**src/rtl/mul_ext_unit.sv**
```systemverilog
// mul_ext_unit: RV32M multiply sequencer around a fixed-latency unsigned 32x32 multiplier core.
// Feeds operand magnitudes to the core, then restores the sign and picks the low or high word.
module mul_ext_unit #(
    parameter int MUL_LAT = 3,
    parameter int CNT_W   = 4
) (
    input  logic        clk,
    input  logic        rstn,
    input  logic        start,
    input  logic [1:0]  op,
    input  logic [31:0] rs1,
    input  logic [31:0] rs2,
    input  logic        flush,
    output logic        busy,
    output logic        done,
    output logic [31:0] result,
    output logic [31:0] mul_a,
    output logic [31:0] mul_b,
    input  logic [63:0] mul_p
);
    typedef enum logic [1:0] {IDLE, WAIT, FIN, DONE} state_t;
    localparam logic [CNT_W-1:0] LAST = CNT_W'(MUL_LAT - 1);
    state_t            state_q, state_d;
    logic [CNT_W-1:0]  cnt_q, cnt_d;
    logic [31:0]       mul_a_q, mul_a_d, mul_b_q, mul_b_d, result_q, result_d;
    logic              neg_q, neg_d;
    logic [1:0]        op_q, op_d;
    logic              accept, sgn1, sgn2;
    logic [63:0]       q;
    always_ff @(posedge clk or negedge rstn) begin
        if (!rstn) begin
            state_q  <= IDLE;
            cnt_q    <= '0;
            mul_a_q  <= '0;
            mul_b_q  <= '0;
            result_q <= '0;
            neg_q    <= 1'b0;
            op_q     <= 2'b00;
        end else begin
            state_q  <= state_d;
            cnt_q    <= cnt_d;
            mul_a_q  <= mul_a_d;
            mul_b_q  <= mul_b_d;
            result_q <= result_d;
            neg_q    <= neg_d;
            op_q     <= op_d;
        end
    end
    always_comb begin
        state_d = state_q;
        if (flush) state_d = IDLE;
        else
            case (state_q)
                IDLE, DONE: state_d = start ? WAIT : IDLE;
                WAIT:       state_d = (cnt_q == LAST) ? FIN : WAIT;
                default:    state_d = DONE;
            endcase
    end
    // Signedness: rs1 signed unless MULHU, rs2 signed only for MUL/MULH.
    always_comb begin
        accept   = (state_q == IDLE || state_q == DONE) && start && !flush;
        sgn1     = op != 2'b11;
        sgn2     = !op[1];
        cnt_d    = (state_q == WAIT && !flush) ? cnt_q + 1'b1 : '0;
        mul_a_d  = accept ? ((sgn1 && rs1[31]) ? -rs1 : rs1) : mul_a_q;
        mul_b_d  = accept ? ((sgn2 && rs2[31]) ? -rs2 : rs2) : mul_b_q;
        neg_d    = accept ? ((sgn1 & rs1[31]) ^ (sgn2 & rs2[31])) : neg_q;
        op_d     = accept ? op : op_q;
        q        = neg_q ? ~mul_p + 64'd1 : mul_p;
        result_d = (state_q == FIN && !flush) ? ((op_q == 2'b00) ? q[31:0] : q[63:32]) : result_q;
    end
    always_comb begin
        busy   = state_q == WAIT || state_q == FIN;
        done   = state_q == DONE;
        result = result_q;
        mul_a  = mul_a_q;
        mul_b  = mul_b_q;
    end
endmodule

```
**config.mk**
```make
export PLATFORM = sky130hd
export DESIGN_NAME = mul_ext_unit
export DESIGN_NICKNAME = d
export VERILOG_FILES = /design/src/rtl/mul_ext_unit.sv
export SDC_FILE = /design/constraint.sdc
export NUM_CORES = 1
export LEC_CHECK = 0
export ABC_AREA = 1
export BUFFER_PORTS_ARGS = -buffer_cell sky130_fd_sc_hd__buf_2
export CORE_ASPECT_RATIO = 2
export CORE_UTILIZATION = 49
export CTS_BUF_LIST = sky130_fd_sc_hd__clkbuf_16
export DETAILED_ROUTE_END_ITERATION = 8
export HOLD_SLACK_MARGIN = 0.08
export PLACE_DENSITY_LB_ADDON = 0.05
export SLEW_MARGIN = 20
export SYNTH_ARGS = -nofsm -noshare
export SYNTH_HDL_FRONTEND = slang
export SYNTH_SLANG_ARGS = --single-unit
```
**constraint.sdc**
```tcl
create_clock -name clk -period 1.65 [get_ports clk]
set_input_delay 0.33 -clock clk [delete_from_list [all_inputs] [get_ports clk]]
set_output_delay 0.33 -clock clk [all_outputs]
set_load 0.03 [all_outputs]
```
==> metrics.txt, run 1 <==
Post-Layout Cell Count 1977; row count between 60 and 70; Via-to-Cell Ratio about 5.5; most frequent cells in the layout nand2_1, buf_2, nor2_1; Placed Cells 1951; global-route total usage across every layer 0.404; Initial DRC Count ~700; Starting Density 0.501; Routed WL per cell about 18 um; CTS Buffer Depth 2; global-route wire length before repair around 54000 um; RSZ-0062 raised after global routing yes; Slew HR 0.683; final hold slack roughly 200 ps; I/O Buffers ~230; Final HPWL DP 27400 um; failing checks setup timing; worst setup path category input pin to flop; clk slew on worst S/H paths approximately 80 ps; die area roughly 18000 sq um; Root Buffer clkbuf_16; Final Hold Vio Count 0; worst path arrival time approximately 1900 ps; io pins around 230; CTS tree yes; Final ANT Viol Nets 0; Syn-to-layout area delta 40.3%; Syn Nets about 1500; max_cap viols 0; DRT Pass-1 Iters 5; post-synth top area cell dfrtp_1; highest clock rate between 600 and 700 MHz; gpl congestion approximately 1.0; share of layout cells above drive strength 1 0.292; final slew viol count 0; filler instances about 1500; core box area 16800 sq um; synthesized flop and latch total 105; sequential element share of the synthesized area 0.313; largest net degree at the start of global routing 56; max incr delay on CP 300 ps; final setup margin -8.87 ps; Mean Syn Cell Area between 6 and 7 sq um; initial antenna violation count 1; crit path launch type input pin; grt met2 use 0.715; Clock Skews ~8.3 ps; vias in the first global route 10700; Synth area leaders dfrtp_1, nand2_1, nor2_1; CP endpoint kind flop; peak supply drop around 1.1 mV; Post-DP Area 11200 sq um; commonest non-fill, non-tap cell in the layout nand2_1; worst hold path class input pin to flop; crit-path max FO 3; Sink Count 105; Syn Std Cell Area 8400 sq um; die height about 190 um; Die Wd between 90 and 100 um; htree depth 3; Lkg Pwr approximately 6.3 nW; met3 Use GR 0.0915; DRC errors left 0; GR Overflow Total 0; GR Layer Usage met1 0.379; final core occ 0.703; outcome complete, but fails checks; cts bufs inserted 9; most used cell, CP nand2_1; Yosys cell types 41; worst skew pair latency about 360 ps; YS warnings 0; Routed WL 35400 um; CP max-delay cell or2_1; crit-path cells buf_2 > nor2_1 > nand2_2 > nor2_2 > nand2_1 > nand2_1 > nand2_1 > or2_1 > nand3_1 > a21oi_1; Final Cell Area 11800 sq um; Mapped Cells 1364; endpoints failing setup 1; Worst Path Required 1900 ps; GRT Max-Usage Layer met2; Slew @ Worst Pin 474 ps; Synth top area share 0.313; Pwr per Cell Area about 1500 nW/um^2; min cycle time layout 1660 ps; Final Net Count 1906; Vias 10800; Tcrit/Tclk final 1.01
[timing repair]
item	4_1_cts	5_1_grt
gates cloned	0	3
pin swaps	1	6
setup endpoints to repair	2	48
hold buffers	1	0
resized for setup	6	34
hold endpoints to repair	22	0
buffers inserted	3	3
[logic make-up after synthesis]
group / synth area share
compound gates: 0.107
xor+xnor: 0.0376
fa+ha+maj: 0.0119
buf+inv: 0.0833
flops: 0.313
simple gates: 0.447
[report_power, final]
part / internal [mW] / switching [mW]
logic: 3.38 / 6.90
clock network: 1.18 / 1.08
registers: 3.78 / 0.795
[registers in the layout, indices dropped and copies added (netlist names)]
signal   flops
mul_a       32
result      32
cnt_q        4
mul_b       32
neg_q        1
op_q         2
state_q      2
[worst paths after layout]
kind | startpoint | end | slack, ps | cells after the start
worst max-delay path | mul_p[36] | result[7] | -9 | 10
worst min-delay path | op[0] | op_q[0] | 200 | 3
worst max register to register | state_q[1] | mul_b[16] | 10 | 7
worst min register to register | mul_a[24] | mul_a[24] | 480 | 2
max in group asynchronous | rstn | result[18] | 620 | 3
min in group asynchronous | rstn | mul_b[0] | 420 | 2
[synth_stat cells]
cell      instances
nand2_1         398
nor2_1          229
nand3_1         142
inv_1           136
dfrtp_1         105
o21ai_0          74
a21oi_1          56
nand4_1          35
xor2_1           30
clkbuf_1         25
nand3b_1         12
nor3_1           11
o21ai_1          11
buf_2            10
nand2_2          10
a31oi_1           9
ha_1              8
buf_1             7
nor2_2            7
nand3_2           6
xnor2_1           6
inv_2             4
o211ai_1          4
and2_1            3
nor2_4            3
nor2_8            2
o21ai_2           2
o21bai_2          2
o31ai_1           2
or2_0             2
or2_1             2
or2_2             2
a211oi_1          1
a21o_1            1
a31o_2            1
clkinv_1          1
nand3_4           1
nor3_2            1
o21a_1            1
o21ai_4           1
o21bai_1          1
[layout make-up]
class	instances	area, sq um	share of cell area
diodes	1	2.50	0.000212
clock buffers	9	225	0.0191
clock inverters	7	68.8	0.00584
inverters	141	529	0.0449
multi-input cells	1077	5240	0.445
flip-flops and latches	105	2630	0.223
well taps	207	259	0.0220
repair buffers	430	2830	0.240
[through the flow]
stage | power [mW] | setup TNS (ps) | setup WS [ps]
floorplan | 10.8 | 0 | 13.0
finish | 17.1 | -8.87 | -8.87
detailed placement | 14.4 | -10310 | -363
global route | 18.2 | -92.3 | -46.9
CTS | 16.8 | 0 | 18.2
global placement | 14.2 | -8830 | -321
[metal layers]
layer  vias to the layer above  routed length [um]
met3                       167                2160
met5                         -                   0
met4                         0                3200
met2                       447               18500
li1                       5195                   -
met1                      4972               11600
[critical path, delay by kind of cell]
family / cells / cell delay, ps
AO/OA/AOI/OAI: 1 / 60
buffers and inverters: 1 / 120
AND/OR/NAND/NOR: 8 / 1400
No activity file was read; power rests on OpenSTA's default activity.
==> run 2, diff against run 1 <==
==> constraint.sdc (replaced) <==
create_clock -name clk -period 1.65 [get_ports clk]
set_input_delay 0.2475 -clock clk [delete_from_list [all_inputs] [get_ports clk]]
set_output_delay 0.2475 -clock clk [all_outputs]
set_load 0.03 [all_outputs]
==> run 2 against run 1 <==
Effect of this change:
- the run now ends clean
- clock skew about the same
- flip-flop and latch count unchanged
- maximum frequency is 3.6% higher
- cell count is 1.5% lower
- critical path type unchanged
- highest routed layer unchanged
==> metrics.txt, run 2 (same netlist as run 1, synthesis figures left out) <==
Root Buffer clkbuf_16; P_int around 8.4 mW; Worst Path Required approximately 1900 ps; endpoints failing setup 0; RSZ-0062 raised after global routing no; Lkg Pwr between 6 and 7 nW; worst hold path class input pin to flop; max_cap viols 0; CTS Buffer Depth 2; die height ~190 um; Initial DRC Count 510; Slew @ Worst Pin ~480 ps; Clock Skews between 8 and 9 ps; Slew HR 0.677; Post-DP Area between 10000 and 15000 sq um; io pins 232; global-route total usage across every layer 0.404; Pwr per Cell Area roughly 1500 nW/um^2; Final Cell Area approximately 11000 sq um; initial antenna violation count 2; Final ANT Viol Nets 0; DRT Pass-1 Iters 6; crit-path max FO 3; sw frac 0.506; worst path arrival time between 1500 and 2000 ps; min cycle time layout between 1500 and 2000 ps; Final Net Count between 1500 and 2000; highest clock rate 624 MHz; gpl congestion around 1; die area between 15000 and 20000 sq um; met3 Use GR 0.0772; row count 67; crit path launch type input pin; final core occ 0.683; core box area ~17000 sq um; DRC errors left 0; final total power 17.1 mW; share of layout cells above drive strength 1 0.269; GR Overflow Total 0; Routed WL per cell 17.7 um; Starting Density 0.501; cts bufs inserted 9; CP endpoint kind flop; Final HPWL DP approximately 28000 um; outcome finished clean; filler instances ~1600; Sink Count 105; worst setup path category input pin to flop; largest net degree at the start of global routing between 50 and 60; htree depth 3; final hold slack between 100 and 150 ps; final slew viol count 0; commonest non-fill, non-tap cell in the layout nand2_1; CTS tree yes; Via-to-Cell Ratio between 5 and 6; worst skew pair latency around 360 ps; Vias approximately 11000; Final Hold Vio Count 0; peak supply drop 1.16 mV; clk slew on worst S/H paths about 80 ps; Routed WL between 30000 and 40000 um; NetSw about 8.6 mW; most frequent cells in the layout nand2_1, buf_2, nor2_1; I/O Buffers around 230; Comb pwr share 0.594; grt met2 use 0.713; Seq pwr share 0.268; Die Wd around 95 um; Tcrit/Tclk final 0.971; GR Layer Usage met1 0.387; clock share of power 0.138; Final TNS setup 0 ps; global-route wire length before repair between 50000 and 60000 um; vias in the first global route ~11000; Syn-to-layout area delta 36.3%; GRT Max-Usage Layer met2
==> run 2: path summary, 6_finish.rpt <==
kind                                 from          to  slack, ps  cells after the start
worst max-delay path            mul_p[36]  result[11]         50                     10
worst min-delay path                op[0]     op_q[0]        110                      3
worst max register to register      neg_q   result[6]         80                      6
worst min register to register  mul_a[24]   mul_a[24]        480                      2
max in group asynchronous            rstn   mul_a[21]        820                      3
min in group asynchronous            rstn  result[19]        270                      2
==> run 2: cell type report <==
class,count,area (sq um),area share
inverter,141,533,0.0466
antenna,2,5.00,0.000437
tap,207,259,0.0226
timing repair buffer,401,2580,0.226
clock inverter,7,87.6,0.00765
sequential,105,2630,0.230
clock buffer,9,225,0.0197
multi-input combinational,1076,5120,0.448
==> run 2: through the flow <==
stage | instances | setup slack, ps
after floorplan | 1364 | 38.7
after global placement | 1926 | -242
after detailed placement | 1926 | -248
after CTS | 1945 | 10.3
after global routing | 1948 | 3.82
final | 1948 | 48.4
==> run 2: worst max-delay path, stage by stage <==
cell and delay, ps:
buf_2 120, nor2_1 160, nand2_1 170, buf_4 210, o21ai_0 410, buf_4 200, nand3_1 70, nand2_1 70
nand3_1 90, a21oi_1 130
==> run 2: layer usage <==
layer	up-vias	wire length, um
met5	-	0
met4	0	3400
met3	159	2060
met2	430	17800
met1	4890	11200
li1	5123	-
==> run 2: repair_timing <==
| action | 4_1_cts | 5_1_grt |
|---|---|---|
| endpoints found under the hold margin | 105 | 0 |
| buffers inserted | 2 | 1 |
| endpoints found under the setup margin | 2 | 15 |
| gates resized for setup | 2 | 14 |
| hold buffers | 1 | 0 |
==> run 2: power groups by stage <==
stage / Combinational (mW) / Sequential [mW] / Clock (mW)
after floorplan: 4.07 / 6.68 / 0
after global placement: 9.77 / 4.55 / 0
after detailed placement: 9.93 / 4.57 / 0
after CTS: 10.0 / 4.54 / 2.39
after global routing: 11.0 / 4.67 / 2.46
final: 10.1 / 4.56 / 2.35
